==> config.mk <==
export PLATFORM = sky130hd
export DESIGN_NAME = dmem_access_ctrl
export DESIGN_NICKNAME = d
export VERILOG_FILES = /design/src/rtl/mem_access_pkg.sv /design/src/rtl/load_align.sv /design/src/rtl/dmem_access_ctrl.sv
export SDC_FILE = /design/constraint.sdc
export NUM_CORES = 1
export LEC_CHECK = 0
export BUFFER_PORTS_ARGS = -buffer_cell sky130_fd_sc_hd__buf_2
export CELL_PAD_IN_SITES_DETAIL_PLACEMENT = 0
export CELL_PAD_IN_SITES_GLOBAL_PLACEMENT = 1
export CORE_UTILIZATION = 39
export CTS_BUF_LIST = sky130_fd_sc_hd__clkbuf_8
export DETAILED_ROUTE_END_ITERATION = 12
export PLACE_DENSITY = 0.86
export SLEW_MARGIN = 40
export SYNTH_ARGS = -nofsm -noshare
export SYNTH_HDL_FRONTEND = slang
export SYNTH_HIERARCHICAL = 1
export SYNTH_SLANG_ARGS = --single-unit
==> constraint.sdc <==
create_clock -name CLK -period 4.54 [get_ports CLK]
set_input_delay 0.681 -clock CLK [delete_from_list [all_inputs] [get_ports CLK]]
set_output_delay 0.681 -clock CLK [all_outputs]
set_load 0.005 [all_outputs]
==> src/rtl/mem_access_pkg.sv <==
// Purpose: access codes, FSM state and request descriptor shared by the decoder and the memory stage.
// Latency: n/a (types and constants only).
// Backpressure: n/a.
package mem_access_pkg;

    // MEM_READ / MEM_WRITE access codes; store codes reuse MEM_B/MEM_H/MEM_W.
    localparam logic [2:0] MEM_NONE = 3'b000;
    localparam logic [2:0] MEM_B    = 3'b001;
    localparam logic [2:0] MEM_H    = 3'b010;
    localparam logic [2:0] MEM_W    = 3'b011;
    localparam logic [2:0] MEM_BU   = 3'b100;
    localparam logic [2:0] MEM_HU   = 3'b101;

    typedef enum logic [1:0] {
        ST_IDLE   = 2'd0,
        ST_ACCESS = 2'd1,
        ST_DONE   = 2'd2
    } dmem_state_t;

    typedef enum logic [1:0] {
        SZ_BYTE = 2'd0,
        SZ_HALF = 2'd1,
        SZ_WORD = 2'd2
    } acc_size_t;

    // Decoded request, latched for the duration of the access.
    typedef struct packed {
        logic      is_store;
        acc_size_t size;
        logic      is_unsigned;
    } acc_req_t;

    // Halfwords need an even address, words a 4-byte aligned one.
    function automatic logic is_misaligned(input acc_size_t size, input logic [1:0] offset);
        logic r;
        r = 1'b0;
        case (size)
            SZ_HALF: r = offset[0];
            SZ_WORD: r = (offset != 2'b00);
            default: r = 1'b0;
        endcase
        is_misaligned = r;
    endfunction

endpackage

==> src/rtl/load_align.sv <==
// Purpose: pick the addressed byte/halfword out of a memory word and sign- or zero-extend it.
// Latency: combinational.
// Backpressure: none.
// Ports: i_word memory word, i_size access size, i_unsigned zero-extend select,
//        i_offset byte offset ADDRESS[1:0], o_result extended 32-bit load value.
module load_align
    import mem_access_pkg::*;
(
    input  logic [31:0] i_word,
    input  acc_size_t   i_size,
    input  logic        i_unsigned,
    input  logic [1:0]  i_offset,
    output logic [31:0] o_result
);

    logic [7:0]  w_byte;
    logic [15:0] w_half;

    always_comb begin
        w_byte = i_word[7:0];
        case (i_offset)
            2'd0:    w_byte = i_word[7:0];
            2'd1:    w_byte = i_word[15:8];
            2'd2:    w_byte = i_word[23:16];
            default: w_byte = i_word[31:24];
        endcase
    end

    // Halfword lane is chosen by offset[1] only; offset[0] is guaranteed 0 for halves.
    assign w_half = i_offset[1] ? i_word[31:16] : i_word[15:0];

    always_comb begin
        o_result = i_word;
        case (i_size)
            SZ_BYTE: o_result = {{24{w_byte[7] & ~i_unsigned}}, w_byte};
            SZ_HALF: o_result = {{16{w_half[15] & ~i_unsigned}}, w_half};
            default: o_result = i_word;
        endcase
    end

endmodule

==> src/rtl/dmem_access_ctrl.sv <==
// Purpose: memory-stage responder executing decoded loads/stores against a ready-handshaked word memory.
// Latency: BUSY in IDLE and ACCESS, DONE one cycle after M_READY (min 2 busy cycles); misaligned goes straight to DONE.
// Backpressure: holds strobes until M_READY or TIMEOUT_CYCLES elapse; stalls the pipeline through BUSY.
// Ports: CLK/RESET clock and async active-high reset; MEM_READ/MEM_WRITE access codes; ADDRESS byte address;
//        WRITE_DATA store source; READ_DATA extended load result; BUSY stall; MISALIGNED/TIMEOUT one-cycle
//        fault pulses in DONE; M_READ/M_WRITE/M_ADDR/M_WDATA/M_BYTE_EN memory request; M_RDATA/M_READY response.
module dmem_access_ctrl
    import mem_access_pkg::*;
#(
    parameter int unsigned ADDR_WIDTH     = 32,
    parameter int unsigned TIMEOUT_CYCLES = 255
) (
    input  logic                  CLK,
    input  logic                  RESET,
    input  logic [2:0]            MEM_READ,
    input  logic [2:0]            MEM_WRITE,
    input  logic [ADDR_WIDTH-1:0] ADDRESS,
    input  logic [31:0]           WRITE_DATA,
    output logic [31:0]           READ_DATA,
    output logic                  BUSY,
    output logic                  MISALIGNED,
    output logic                  TIMEOUT,
    output logic                  M_READ,
    output logic                  M_WRITE,
    output logic [ADDR_WIDTH-3:0] M_ADDR,
    output logic [31:0]           M_WDATA,
    output logic [3:0]            M_BYTE_EN,
    input  logic [31:0]           M_RDATA,
    input  logic                  M_READY
);

    // Counter value during the last permitted ACCESS cycle.
    localparam logic [7:0] LP_TO_LAST = 8'(TIMEOUT_CYCLES - 1);

    dmem_state_t           r_state;
    dmem_state_t           w_state_nxt;
    acc_req_t              w_dec;
    acc_req_t              r_req;
    logic                  w_st_vld;
    logic                  w_ld_vld;
    logic                  w_req_vld;
    logic                  w_misaligned;
    logic [31:0]           w_wdata;
    logic [3:0]            w_be;
    logic                  w_busy;
    logic                  w_latch;
    logic                  w_set_mis;
    logic                  w_set_to;
    logic                  w_capture;
    logic [31:0]           w_load_val;
    logic [1:0]            r_offset;
    logic [7:0]            r_cnt;
    logic [ADDR_WIDTH-3:0] r_m_addr;
    logic [31:0]           r_m_wdata;
    logic [3:0]            r_m_be;
    logic [31:0]           r_rdata;
    logic                  r_misaligned;
    logic                  r_timeout;

    // Request decode: a valid store code masks any load code.
    always_comb begin
        w_st_vld          = 1'b0;
        w_ld_vld          = 1'b0;
        w_dec.is_store    = 1'b0;
        w_dec.size        = SZ_WORD;
        w_dec.is_unsigned = 1'b0;
        case (MEM_WRITE)
            MEM_B:   begin w_st_vld = 1'b1; w_dec.size = SZ_BYTE; end
            MEM_H:   begin w_st_vld = 1'b1; w_dec.size = SZ_HALF; end
            MEM_W:   begin w_st_vld = 1'b1; w_dec.size = SZ_WORD; end
            default: ;
        endcase
        if (w_st_vld) begin
            w_dec.is_store = 1'b1;
        end else begin
            case (MEM_READ)
                MEM_NONE: ;
                MEM_B:    begin w_ld_vld = 1'b1; w_dec.size = SZ_BYTE; end
                MEM_H:    begin w_ld_vld = 1'b1; w_dec.size = SZ_HALF; end
                MEM_W:    begin w_ld_vld = 1'b1; w_dec.size = SZ_WORD; end
                MEM_BU:   begin w_ld_vld = 1'b1; w_dec.size = SZ_BYTE; w_dec.is_unsigned = 1'b1; end
                MEM_HU:   begin w_ld_vld = 1'b1; w_dec.size = SZ_HALF; w_dec.is_unsigned = 1'b1; end
                default:  ;
            endcase
        end
    end

    assign w_req_vld    = w_st_vld | w_ld_vld;
    assign w_misaligned = w_req_vld & is_misaligned(w_dec.size, ADDRESS[1:0]);

    // Store lane placement: data is replicated across all lanes, byte enables pick the target.
    always_comb begin
        w_wdata = '0;
        w_be    = '0;
        if (w_st_vld) begin
            case (w_dec.size)
                SZ_BYTE: begin
                    w_wdata = {4{WRITE_DATA[7:0]}};
                    w_be    = 4'b0001 << ADDRESS[1:0];
                end
                SZ_HALF: begin
                    w_wdata = {2{WRITE_DATA[15:0]}};
                    w_be    = 4'b0011 << {ADDRESS[1], 1'b0};
                end
                default: begin
                    w_wdata = WRITE_DATA;
                    w_be    = 4'b1111;
                end
            endcase
        end
    end

    always_ff @(posedge CLK or posedge RESET) begin
        if (RESET) begin
            r_state <= ST_IDLE;
        end else begin
            r_state <= w_state_nxt;
        end
    end

    always_comb begin
        w_state_nxt = r_state;
        w_busy      = 1'b0;
        w_latch     = 1'b0;
        w_set_mis   = 1'b0;
        w_set_to    = 1'b0;
        w_capture   = 1'b0;
        case (r_state)
            ST_IDLE: begin
                w_busy = w_req_vld;
                if (w_req_vld) begin
                    if (w_misaligned) begin
                        w_set_mis   = 1'b1;
                        w_state_nxt = ST_DONE;
                    end else begin
                        w_latch     = 1'b1;
                        w_state_nxt = ST_ACCESS;
                    end
                end
            end
            ST_ACCESS: begin
                w_busy = 1'b1;
                // M_READY has priority over a timeout in the same cycle.
                if (M_READY) begin
                    w_capture   = 1'b1;
                    w_state_nxt = ST_DONE;
                end else if (r_cnt == LP_TO_LAST) begin
                    w_set_to    = 1'b1;
                    w_state_nxt = ST_DONE;
                end
            end
            // The completing instruction is still on the inputs here, so they are ignored.
            ST_DONE: w_state_nxt = ST_IDLE;
            default: w_state_nxt = ST_IDLE;
        endcase
    end

    load_align u_load_align (
        .i_word     (M_RDATA),
        .i_size     (r_req.size),
        .i_unsigned (r_req.is_unsigned),
        .i_offset   (r_offset),
        .o_result   (w_load_val)
    );

    always_ff @(posedge CLK or posedge RESET) begin
        if (RESET) begin
            r_req.is_store    <= 1'b0;
            r_req.size        <= SZ_BYTE;
            r_req.is_unsigned <= 1'b0;
            r_offset          <= '0;
            r_cnt             <= '0;
            r_m_addr          <= '0;
            r_m_wdata         <= '0;
            r_m_be            <= '0;
            r_rdata           <= '0;
            r_misaligned      <= 1'b0;
            r_timeout         <= 1'b0;
        end else begin
            // Flags are set on the edge into DONE and clear on the edge out of it.
            r_misaligned <= w_set_mis;
            r_timeout    <= w_set_to;
            r_cnt        <= (r_state == ST_ACCESS) ? r_cnt + 8'd1 : 8'd0;
            if (w_latch) begin
                r_req     <= w_dec;
                r_offset  <= ADDRESS[1:0];
                r_m_addr  <= ADDRESS[ADDR_WIDTH-1:2];
                r_m_wdata <= w_wdata;
                r_m_be    <= w_be;
            end
            if (w_capture && !r_req.is_store) begin
                r_rdata <= w_load_val;
            end else if (w_set_mis || w_set_to) begin
                r_rdata <= '0;
            end
        end
    end

    // Gate the combinational IDLE stall with reset so BUSY reads 0 while reset is held.
    assign BUSY       = w_busy & ~RESET;
    assign M_READ     = (r_state == ST_ACCESS) & ~r_req.is_store;
    assign M_WRITE    = (r_state == ST_ACCESS) &  r_req.is_store;
    assign M_ADDR     = r_m_addr;
    assign M_WDATA    = r_m_wdata;
    assign M_BYTE_EN  = r_m_be;
    assign READ_DATA  = r_rdata;
    assign MISALIGNED = r_misaligned;
    assign TIMEOUT    = r_timeout;

endmodule

# Yosys cells after proc, flatten, opt, wreduce, memory -nomap -nowiden

Index checks and enable logic that the tools add are counted.

Output and inout bits: 103
Logic and storage cells: 93
Bits of input ports: 105
Register bits after elaboration: 116

Bitwise gates (word level): 10
Shifts and indexed selects: 2
Multiplexer cells: 36
Reductions and logical operators: 15
Equality and inequality tests: 17
Add/subtract/negate cells: 1

Operators by type and width:

| kind                                                | number |
|---|---|
| case mux 32 bit (2 select lines)                    | 2 |
| 2-to-1 mux 32 bit                                   | 3 |
| case mux 8 bit (3 select lines)                     | 1 |
| 2-to-1 mux 1 bit                                    | 16 |
| 2-to-1 mux 16 bit                                   | 1 |
| equality test 3 x 2 -> 1 bit, second input constant | 4 |
| adder 8 x 1 -> 8 bit, second input constant         | 1 |
| equality test 2 x 1 -> 1 bit, second input constant | 4 |
| equality test 8 bit, second input constant          | 1 |
| logical NOT 2 bit                                   | 4 |
| 2-to-1 mux 2 bit                                    | 4 |
| 2-to-1 mux 8 bit                                    | 1 |
| case mux 2 bit (2 select lines)                     | 2 |
| case mux 4 bit (2 select lines)                     | 1 |
| bitwise AND 1 bit                                   | 6 |
| equality test 3 x 1 -> 1 bit, second input constant | 2 |
| equality test 3 bit, second input constant          | 2 |
| case mux 2 bit (3 select lines)                     | 1 |
| OR reduction 2 bit                                  | 3 |
| OR reduction 5 bit                                  | 1 |
| equality test 2 bit, second input constant          | 2 |
| 2-to-1 mux 4 bit                                    | 1 |
| case mux 1 bit (2 select lines)                     | 2 |
| nonzero test 2 bit                                  | 2 |
| other kinds (12)                                    | 14 |

# Logic depth before layout (Yosys ltp)

Word-level depth: 13
Depth in mapped cells: 11
Depth with buffers taken out: 9

# Modules after synthesis

Netlist, hierarchy kept.

By module, submodules not included:

| module           | area an instance (um^2) | times used | seq. area each (um^2) | cells each |
|---|---|---|---|---|
| dmem_access_ctrl | 4833.4                  | 1          | 2902.8                | 374 |
| load_align       | 845.8                   | 1          | 0.0                   | 115 |

# Least setup slack after synthesis

No wires, ideal clock.

Path type: input -> register
From: input port MEM_WRITE[1]
To: register r_m_addr[0] (netlist: M_ADDR[0])
Stages: 10
Library setup time: 125 ps
Buffers on the path: 2
Arrival: 2893 ps
Required time: 4415 ps
Slack: 1522 ps
Cell sequence: o21bai_1 > o21a_1 > nor2_1 > ha_1 > buf_6 > o211ai_2 > nand2_2 > nor4_4 > buf_6 > mux2_2

Cells in the longest elaborated chain, start to end: 10
Elaborated cells on any way between the ends: 17
Classes of those cells: eq/ne: 5; mux: 9; bitwise: 2; reduce/logical: 1

Ends and longest elaborated chain:

| item                                                                                | line                                           | RTL |
|---|---|---|
| start, declared                                                                     | dmem_access_ctrl.sv:16                         | `input logic [2:0] MEM_WRITE,` |
| equality test 3 x 2 -> 1 bit / equality test 3 x 1 -> 1 bit (equally long branches) | dmem_access_ctrl.sv:67                         | `case (MEM_WRITE)` |
| case mux 2 bit (2 select lines) / OR reduction 3 bit (equally long branches)        | --                                             |  |
| case mux 2 bit (3 select lines) / 2-to-1 mux 1 bit (equally long branches)          | dmem_access_ctrl.sv:76, dmem_access_ctrl.sv:67 |  |
| 2-to-1 mux 3 bit                                                                    | dmem_access_ctrl.sv:73                         | `if (w_st_vld) begin` |
| equality test 2 bit / equality test 2 x 1 -> 1 bit (equally long branches)          | mem_access_pkg.sv:37                           | `case (size)` |
| case mux 1 bit (2 select lines)                                                     | mem_access_pkg.sv:37                           |  |
| bitwise AND 1 bit                                                                   | dmem_access_ctrl.sv:89                         | `assign w_misaligned = w_req_vld & is_misaligned(w_dec.size, ADDRESS[1:0]);` |
| 2-to-1 mux 1 bit                                                                    | dmem_access_ctrl.sv:132                        | `if (w_misaligned) begin` |
| 2-to-1 mux 1 bit (*)                                                                | dmem_access_ctrl.sv:131                        | `if (w_req_vld) begin` |
| 2-to-1 mux 1 bit (*)                                                                | dmem_access_ctrl.sv:128                        | `case (r_state)` |
| end signal, assigned                                                                | dmem_access_ctrl.sv:187                        | `r_m_addr <= ADDRESS[ADDR_WIDTH-1:2];` |
| end, declared                                                                       | dmem_access_ctrl.sv:53                         | `logic [ADDR_WIDTH-3:0] r_m_addr;` |

Every way passes the cells marked *; elsewhere a longest branch is shown, timed or not.
A chain may end at the register's enable or synchronous reset.

# Final worst setup path

From: input port MEM_WRITE[1]
To: register r_m_addr[18] (netlist: M_ADDR[18])

Same word-level chain as after synthesis.

==> impl_metrics.json <==
{
  "status": "finished, final reports clean",
  "area_growth_pct": 26.7,
  "critical_path.startpoint": "MEM_WRITE[1]",
  "ys_warn_count": 6,
  "period_minus_slack_ns": 3.23,
  "drive_above_1_share_pct": 43.1,
  "clkSlewWorstSetupHoldPaths_ns": 0.07,
  "worstSetupPathType": "input pin to flop",
  "crit_family": "simple AND/OR/NAND/NOR gates",
  "diodes": 0,
  "tightest_slew_ns": 0.794,
  "gp_congestion": 0.862,
  "worstHoldPathType": "input pin to asynchronous set/reset pin",
  "syn_area_per_cell_um2": 11.6,
  "worstSetupEndpointType": "flop",
  "layout.nets": 797,
  "clk_latency_ns": 0.44,
  "io_buffers": 207,
  "maxSlewHeadroom_pct": 47.1,
  "seq_area_frac_synth_pct": 51.1,
  "fp-row-count": 43,
  "initial_core_util_pct": 40.4,
  "final_cell_mix": "207 x buf_2, 116 x dfrtp_1, 58 x a22o_1",
  "cts_resized": 0,
  "grt_pass1_wl_um": 24000,
  "fp.dieW_um": 123,
  "dieArea_um2": 15000,
  "hold_viol": 0,
  "synth_area_leader_cell": "dfrtp_1",
  "fin_skew_ns": 0.0155,
  "wl_um": 15300,
  "pwr-share-comb_pct": 44.8,
  "synth_area_um2": 5680,
  "crit_chain": "buf_2, nor2_1, nor2_1, o32ai_1, nor2_1, ha_1, buf_4, o211ai_2, nand2_2, nor4_4, buf_4, mux2_2",
  "finalSetupViolations": 0,
  "synth.distinct_cells": 49,
  "wl_met2_um": 7300,
  "htree_levels": 4,
  "cts_buffer_depth": 2,
  "final_common_cell": "buf_2",
  "crit_slowest_cell": "buf_4",
  "antenna_found_initial": 0,
  "drt-pass1-iter-count": 5,
  "max_cap_violations": 0,
  "fin_crit_sh_pct": 71.2,
  "rsz0062_at_grt": "no",
  "power.density_nw_per_um2": 685,
  "cts.sinks": 116,
  "drc": 0,
  "cts_hold_buf": 0,
  "drt_iter0_markers": 424,
  "crit_required_ns": 4.85,
  "grt_pass1_vias": 4696,
  "routed-wl-met3_um": 916,
  "clockRootBuffer": "clkbuf_8",
  "setup_tns_ns": 0,
  "synthCells": 489,
  "dp_hpwl_um": 10900,
  "vias": 4781,
  "p_total_w": 0.00493,
  "drt.antenna.violating_nets": 0,
  "routed_via_density": 5.43,
  "grtUsageTotal_pct": 21.0,
  "path_buf_inv": 3,
  "ios": 208,
  "core_area_um2": 14000,
  "avgRoutedWirePerCell_um": 17.4,
  "numCtsBuffers": 17,
  "routed.top_layer": "met4",
  "power.share.clock_pct": 18.7,
  "p_leak_nw": 3.65,
  "p_sw_share_pct": 37.0,
  "cts_setup_buffers": 0,
  "cp_max_fo": 30,
  "seq_power_share_pct": 36.5,
  "clock.fmax_ghz": 0.310,
  "crit_path_start_kind": "input pin",
  "synthTopCellsByArea": "dfrtp_1 51%, a22o_1 8.9%, mux2_2 6.7%, mux2i_1 4.1%, nand2_1 2.7%",
  "cts_tree": "built",
  "grt.overflow.total": 0,
  "grt_max_degree": 49,
  "die_h_um": 123,
  "cp_common_cell": "nor2_1",
  "peakVddDrop_uv": 331,
  "synth_top_area_share_pct": 51.1,
  "drv_slew": 0,
  "ys_ff_latch": 116,
  "cp_data_arrival_time_ns": 3.54,
  "p_int_w": 0.00310,
  "wirelength_met1_um": 6700,
  "timing.rr.start": "r_offset[1]",
  "synth_fp_nets": 599,
  "max_stage_delay_ns": 0.43,
  "switchingPower_w": 0.00183
}
## power groups by stage
stage,combinational [W],clock (W),sequential [W]
after floorplan,0.00151,0,0.00176
after global placement,0.00217,0,0.00179
after detailed placement,0.00222,0,0.00181
after CTS,0.00222,0.000955,0.00180
after global routing,0.00241,0.000999,0.00186
final,0.00221,0.000921,0.00180
## final timing paths
check / slack, ns / end / cells after the start
hold reg to reg: 0.49 / M_WDATA[31] / 1
setup reg to reg: 1.97 / READ_DATA[9] / 5
max in group asynchronous: 3.42 / M_ADDR[18] / 3
setup / recovery: 1.31 / M_ADDR[18] / 12
hold / removal: 0.21 / M_ADDR[25] / 2
min in group CLK: 0.46 / M_ADDR[16] / 2
## flip-flops by register name, indices dropped and copies added (netlist names)
name / flops
M_WDATA: 32
READ_DATA: 32
M_ADDR: 30
r_cnt: 8
M_BYTE_EN: 4
r_req: 4
r_offset: 2
r_state: 2
MISALIGNED: 1
TIMEOUT: 1
## Yosys cell counts, drive strengths merged
cell	n
mux2i	23
clkinv	1
nor2	18
a22o	58
o31ai	2
o21bai	1
o22ai	3
a32oi	2
nor3	3
or3	3
o2bb2ai	11
nor4	3
nor3b	2
o21ba	1
xor2	3
buf	22
o211ai	18
o22a	7
a211oi	1
and2	2
mux2	37
a22oi	16
nand2b	4
ha	5
o21ai	13
a21o	1
clkbuf	18
o221ai	8
o21a	1
nand2	42
inv	13
a21oi	5
xnor2	1
nand3	5
and3	2
and3b	1
or2	1
o32ai	1
nand4	3
nor2b	12
dfrtp	116
## per-stage QoR
step	utilization [%]	std cells	cell area, um^2	hold slack (ns)	worst slack [ns]
final	51.3	880	7200	0.206	1.31
after global routing	51.3	880	7200	0.201	1.16
after CTS	51.3	880	7200	0.176	1.35
after detailed placement	48.6	848	6820	0.473	0.863
after global placement	48.5	848	6820	0.464	1.03
after floorplan	-	489	5680	0.450	0.787
## cell type report
cell class,count,area [um^2]
Clock buffer,19,262
Clock inverter,13,118
Fill cell,1273,6840
Inverter,14,55.1
Multi-Input combinational cell,319,2510
Sequential cell,116,2900
Tap cell,180,225
Timing Repair Buffer,219,1130
## metal layers
layer | vias to the layer above | track usage, %
met5 | - | 0
met4 | 0 | 10.1
met3 | 35 | 4.97
met2 | 206 | 32.4
met1 | 2316 | 27.6
li1 | 2224 | -
## cell families after synthesis
group                    share of synthesized area, %
AO/OA/AOI/OAI                                    21.9
flip-flops                                       51.1
AND/OR/NAND/NOR                                  8.97
multiplexers                                     11.4
buffers and inverters                            4.91
adder cells (fa/ha/maj)                          1.10
XOR/XNOR                                        0.617
Power figures use the tool's default switching activity.
